File: config.mk
export PLATFORM = sky130hd
export DESIGN_NAME = result_reader
export DESIGN_NICKNAME = d
export VERILOG_FILES = /design/src/rtl/result_reader.sv
export SDC_FILE = /design/constraint.sdc
export NUM_CORES = 1
export LEC_CHECK = 0
export BUFFER_PORTS_ARGS = -buffer_cell sky130_fd_sc_hd__buf_4
export CAP_MARGIN = 20
export CORE_MARGIN = 2
export CORE_UTILIZATION = 30
export CTS_BUF_LIST = sky130_fd_sc_hd__clkbuf_8
export CTS_CLUSTER_DIAMETER = 80
export DETAILED_ROUTE_END_ITERATION = 12
export HOLD_SLACK_MARGIN = 0.1
export PLACE_DENSITY = 0.52
export SYNTH_ARGS = -nofsm -noshare
export SYNTH_HDL_FRONTEND = slang
export SYNTH_SLANG_ARGS = --single-unit
File: constraint.sdc
create_clock -name clk_i -period 1.9 [get_ports clk_i]
set_input_delay 0.19 -clock clk_i [delete_from_list [all_inputs] [get_ports clk_i]]
set_output_delay 0.19 -clock clk_i [all_outputs]
set_load 0.005 [all_outputs]
File: src/rtl/result_reader.sv
// Streams a range of 64-bit SRAM words out as 32-bit beats, low half first.
// One word is in flight at a time: issue, capture, send low, send high.
module result_reader #(
    parameter int ADDR_W        = 9,
    parameter int MEM_WORD_SIZE = 64,
    parameter int DATA_W        = 32
) (
    input  logic                     clk_i,
    input  logic                     rst_i,
    input  logic                     start_i,
    input  logic [ADDR_W-1:0]        rd_start_addr_i,
    input  logic [ADDR_W-1:0]        rd_end_addr_i,
    output logic                     read_o,
    output logic [ADDR_W-1:0]        r_addr_o,
    input  logic [MEM_WORD_SIZE-1:0] r_data_i,
    output logic                     out_valid_o,
    input  logic                     out_ready_i,
    output logic [DATA_W-1:0]        out_data_o,
    output logic                     out_last_o,
    output logic                     busy_o,
    output logic                     done_o
);

    typedef enum logic [2:0] {
        IDLE,
        ISSUE,
        CAPTURE,
        SEND_LO,
        SEND_HI,
        DONE
    } state_t;

    state_t                   state_q;
    state_t                   state_d;
    logic [ADDR_W-1:0]        cur_q;
    logic [ADDR_W-1:0]        cur_d;
    logic [ADDR_W-1:0]        end_q;
    logic [ADDR_W-1:0]        end_d;
    logic [ADDR_W-1:0]        raddr_q;
    logic [MEM_WORD_SIZE-1:0] word_q;
    logic                     is_last;
    logic                     xfer;

    // Compared before any increment, so an end address of all-ones never wraps.
    assign is_last = (cur_q == end_q);
    assign xfer    = out_valid_o && out_ready_i;

    always_comb begin
        state_d = state_q;
        cur_d   = cur_q;
        end_d   = end_q;
        unique case (state_q)
            IDLE: begin
                if (start_i) begin
                    cur_d = rd_start_addr_i;
                    end_d = rd_end_addr_i;
                    if (rd_start_addr_i > rd_end_addr_i) begin
                        state_d = DONE;
                    end else begin
                        state_d = ISSUE;
                    end
                end
            end
            ISSUE: begin
                state_d = CAPTURE;
            end
            CAPTURE: begin
                state_d = SEND_LO;
            end
            SEND_LO: begin
                if (xfer) begin
                    state_d = SEND_HI;
                end
            end
            SEND_HI: begin
                if (xfer) begin
                    if (is_last) begin
                        state_d = DONE;
                    end else begin
                        cur_d   = cur_q + 1'b1;
                        state_d = ISSUE;
                    end
                end
            end
            DONE: begin
                state_d = IDLE;
            end
            default: begin
                state_d = IDLE;
            end
        endcase
    end

    always_comb begin
        read_o      = 1'b0;
        out_valid_o = 1'b0;
        out_data_o  = '0;
        out_last_o  = 1'b0;
        busy_o      = (state_q != IDLE);
        done_o      = 1'b0;
        unique case (state_q)
            ISSUE: begin
                read_o = 1'b1;
            end
            SEND_LO: begin
                out_valid_o = 1'b1;
                out_data_o  = word_q[DATA_W-1:0];
            end
            SEND_HI: begin
                out_valid_o = 1'b1;
                out_data_o  = word_q[MEM_WORD_SIZE-1:DATA_W];
                out_last_o  = is_last;
            end
            DONE: begin
                done_o = 1'b1;
            end
            default: begin
            end
        endcase
    end

    // Address is live during ISSUE and holds its last value otherwise.
    assign r_addr_o = (state_q == ISSUE) ? cur_q : raddr_q;

    always_ff @(posedge clk_i) begin
        if (rst_i) begin
            state_q <= IDLE;
            cur_q   <= '0;
            end_q   <= '0;
            raddr_q <= '0;
            word_q  <= '0;
        end else begin
            state_q <= state_d;
            cur_q   <= cur_d;
            end_q   <= end_d;
            if (state_q == ISSUE) begin
                raddr_q <= cur_q;
            end
            if (state_q == CAPTURE) begin
                word_q <= r_data_i;
            end
        end
    end

endmodule

Word level (Yosys, flattened, before mapping)
Cells that the tools add are included.

storage, ports and cells
  ROM bits = 0
  bits in writable memories = 0
  bits in latches = 0
  word-level logic and storage cells = 41
  memories = 0
  bits in registers = 94

cells by class
  bitwise logic cells = 0
  div/mod/pow operators = 0
  equal/unequal tests = 10
  multiply operators = 0
  shifts and indexed selects = 0
  $add $sub $neg = 1
  muxes and demuxes = 16
  reductions and logical operators = 8
  $lt $le $gt $ge = 1

operators by type and width
  cell                                                  number
  case mux 32 bit (2 select lines)                      1
  two-way mux 9 bit                                     4
  case mux 9 bit (2 select lines)                       1
  two-way mux 3 bit                                     5
  case mux 3 bit (5 select lines)                       1
  adder 9 x 1 -> 9 bit (second input constant)          1
  equality test 9 bit                                   1
  greater-than comparator 9 bit                         1
  != test 2 bit (second input constant)                 4
  equality test 3 x 2 -> 1 bit (second input constant)  2
  equality test 3 bit (second input constant)           2
  two-way mux 1 bit                                     4
  AND reduction 4 bit                                   1
  equality test 3 x 1 -> 1 bit (second input constant)  1
  zero test 3 bit                                       1
  AND reduction 3 bit                                   1
  nonzero test 3 bit                                    1
  AND reduction 2 bit                                   1
  nonzero test 2 bit                                    1
  OR reduction 2 bit                                    1
  logical AND 1 bit                                     1

Logic depth before layout (Yosys ltp)
  depth in word-level cells = 6
  mapped depth = 7

Worst setup path before layout
OpenSTA, ideal clock, no wires.

  path type = flip-flop to flip-flop
  start point = register cur_q[2]
  end point = register cur_q[6]
  cell stages (with the launch flop) = 8
  required time = 1840 ps
  slack = 32 ps
  data arrival time = 1808 ps
  buffers on the path = 2
  period minus slack after synthesis = 1868 ps
  setup time = 60 ps
  cells stage by stage = dfxtp_1 > buf_6 > xor2_2 > or4b_4 > nor4_4 > or2b_1 > buf_6 > o221a_1

between the ends
  cells in the longest elaborated chain, start to end = 4
  elaborated cells on any way between the ends = 7
  those cells by class = add/sub: 1; eq/ne: 2; mux: 3; reduce/logical: 1

ends and longest elaborated chain
  what                             RTL line  source
  start: declaration               35        logic [ADDR_W-1:0] cur_q;
  start signal: assignment         134       cur_q <= cur_d;
  adder 9 x 1 -> 9 bit             80        cur_d = cur_q + 1'b1;
  two-way mux 9 bit                77        if (is_last) begin
  two-way mux 9 bit                76        if (xfer) begin
  case mux 9 bit (2 select lines)  52        unique case (state_q)

Parallel ways exist; a longest one is shown, timed or not. The select of a mux whose other input is x is not followed.
A chain may end at the register's enable or synchronous reset.

Final worst setup path
  start point = register state_q[2]
  end point = output r_addr_o[7]

between the ends
  cells in the longest elaborated chain, start to end = 2

ends and longest elaborated chain
  what                          RTL line  source
  start: declaration            33        state_t state_q;
  start signal: assignment      133       state_q <= state_d;
  equality test 3 x 1 -> 1 bit  123       assign r_addr_o = (state_q == ISSUE) ? cur_q : raddr_q;
  two-way mux 9 bit             --
  end: declaration              14        output logic [ADDR_W-1:0] r_addr_o,

Every way passes these cells.

==> metrics.txt <==
outcome=finished with violations; failing checks=negative setup slack; drt via density=4.91; largest net degree at the start of global routing=between 60 and 70; initial DRC count=~210; commonest non-fill, non-tap cells in the layout=nand2_1 (158), buf_4 (143), dfxtp_1 (87), a21oi_1 (82), dlygate4sd3_1 (74); Syn Std Cell Area=between 4000 and 5000 um2; commonest non-fill, non-tap cell in the layout=nand2_1; R2R setup slack=-0.07 ns; Final Max Slew Viols=0; flip-flop and latch area=about 1900 um2; Ports=between 100 and 150; clk root buf=clkbuf_8; reg2reg end=cur_q[6]; Setup Skew=between 0.02 and 0.025 ns; critical path launch point type=flop; WL/cell=approximately 15 um; Mapped Nets=~650; Worst EP arrival=1.79 ns; PortBufs=~130; hold path start=rd_start_addr_i[3]; Post-Place Worst Slack=around 0.046 ns; worst reg2reg path depth=6; Detailed Routing Iterations Pass 1=4; post-placement cell count=about 850; post-route ant nets=0; Final Non-Filler Cells=950; antenna cells=0; total grt overflow=0; Ys Warns=0; Multi-input gate area=approximately 2400 um2; fraction of layout cells with a size suffix above 1=0.289; maxcap violations=0; Pleak=2.88 nW; CP endpoint kind=output pin; first-pass GRT wire length=~24 mm; Async SR Flop Fraction=0; cell count after synthesis=about 550; Longest Clk Path Bufs=2; Pwr Density=about 760 nW/um2; Hold Path End=cur_q[3]; area of the core=around 14000 um2; Total GRT Usage=0.185; EDFF count, synth=0; final hold slack=approximately 0.17 ns; final hold violations=0; CP Class=flop to output pin; vias in the first global route=between 4k and 5k; unrepaired setup endpoints after global routing=yes; Setup violations, final=19; # H-tree levels=3; Yosys cell types=43; hpwl dp=9.29 mm; hold crit path type=input port to flop; DIE AREA=15500 um2; die height=roughly 120 um; clock latency on the worst-skew pair=0.39 ns; FILL cells=roughly 1.4k; min cycle time layout=1.98 ns; initial cell density of the core=0.303; Slew Limit Headroom=0.620; Worst Hold Depth=3; GP Congestion=between 0.8 and 0.9; Worst IR Drop VDD=~0.40 mV; initial antenna violation count=0; Synth Register Bits=94; DRC=0; worst slew pin tran=between 0.5 and 0.6 ns; Area growth syn-to-layout=60.0%; routed via count=between 4k and 5k; RR Startpoint=cur_q[2]; M3 GR Usage=0.0601; worst path required time=around 1.7 ns; sequential-to-total area share from yosys stat=0.433; Most Crowded Layer GR=met2; FMAX=approximately 500 MHz; crit-path max FO=5; Nets=857; CTS tree=built; met1 Track Usage GR=0.227; Final Cycle Share=1.04; clock slew at reported path FFs=roughly 0.09 ns; final worst slack=-0.0761 ns; Routed WL=about 15 mm; Site Rows=44; syn_area_per_cell=around 8 um2; Synth Flop Type=dfxtp_1; Sink Count=94; DIE WIDTH=about 120 um; number of buffers created by CTS=9; M2 GR Usage=0.311
## per-layer routing
layer,share of wire,wire length (um)
met1,0.44,6520
met2,0.48,7000
met3,0.061,888
met4,0.017,255
met5,0,0
## sequential cells by signal (all words and copies together) (netlist names)
name and cells:
raddr_q 9, word_q 64, state_q 3, cur_q 9, end_q 9
## cell type report
class                   count  share of cell area
multi-input cells         400               0.342
repair buffers            243               0.316
flip-flops and latches     94               0.273
well taps                 184              0.0331
clock buffers               9              0.0178
clock inverters             7              0.0104
inverters                  13             0.00701
## power breakdown
part,switching [mW],total (mW),internal [mW]
Sequential,0.143,2.31,2.16
Clock,0.747,1.36,0.616
Combinational,0.819,1.65,0.831
Total,1.71,5.32,3.61
## kinds of logic (layout without fill, tap and decap cells)
logic type	after synthesis	in the layout	share of synthesized area
compound gates	148	148	0.215
xor+xnor	6	6	0.0138
simple gates	225	225	0.231
fa+ha+maj	10	10	0.0288
buf+inv	55	272	0.0509
mux	11	11	0.0279
flops	94	94	0.433
## critical path, stage by stage (launching register included)
cell,delay (ns)
dfxtp_4,0.37
buf_12,0.12
nor3b_4,0.29
buf_6,0.20
mux2_4,0.32
buf_6,0.12
## what timing repair did
item,in CTS,in global routing
endpoints found under the setup margin,43,49
hold buffers,74,0
cloned,1,4
gates resized for setup,26,28
buffers inserted,6,5
hold endpoints to repair,75,0
pin swaps,2,16
## Yosys cell counts, types with 4 or more instances
master | instances | area share
nand2_1 | 159 | 0.14
o21ai_0 | 8 | 0.0092
o211ai_1 | 5 | 0.0086
a22o_1 | 32 | 0.064
and2_1 | 10 | 0.014
nand3_1 | 7 | 0.0081
ha_1 | 10 | 0.029
xnor2_1 | 5 | 0.010
buf_1 | 5 | 0.0043
o31ai_1 | 5 | 0.0086
nand4_1 | 5 | 0.0072
a211oi_1 | 4 | 0.0069
or2b_2 | 4 | 0.0081
mux2_2 | 9 | 0.023
nor2_1 | 14 | 0.012
inv_1 | 13 | 0.011
dfxtp_1 | 94 | 0.43
nor3_1 | 10 | 0.012
a21oi_1 | 82 | 0.094
clkbuf_1 | 35 | 0.030
## worst max-delay path by stage
stage / slack [ns] / startpoint / endpoint
final: -0.08 / state_q[2] / r_addr_o[7]
after global routing: -0.16 / cur_q[2] / cur_q[6]
after CTS: -0.07 / state_q[2] / r_addr_o[5]
after detailed placement: 0.05 / end_q[0] / cur_q[6]
after global placement: 0.09 / end_q[0] / cur_q[6]
after floorplan: 0.03 / cur_q[2] / cur_q[6]
## metrics by stage
stage / power [mW] / utilization / instance area (um2) / setup TNS [ns]
floorplan: 3.07 / - / 4350 / 0
global placement: 3.62 / 0.392 / 5640 / 0
detailed placement: 3.65 / 0.392 / 5640 / 0
CTS: 5.24 / 0.467 / 6710 / -0.596
global route: 5.65 / 0.484 / 6960 / -3.01
finish: 5.32 / 0.484 / 6960 / -0.959
Note: power is estimated with default switching activity, not from simulation.
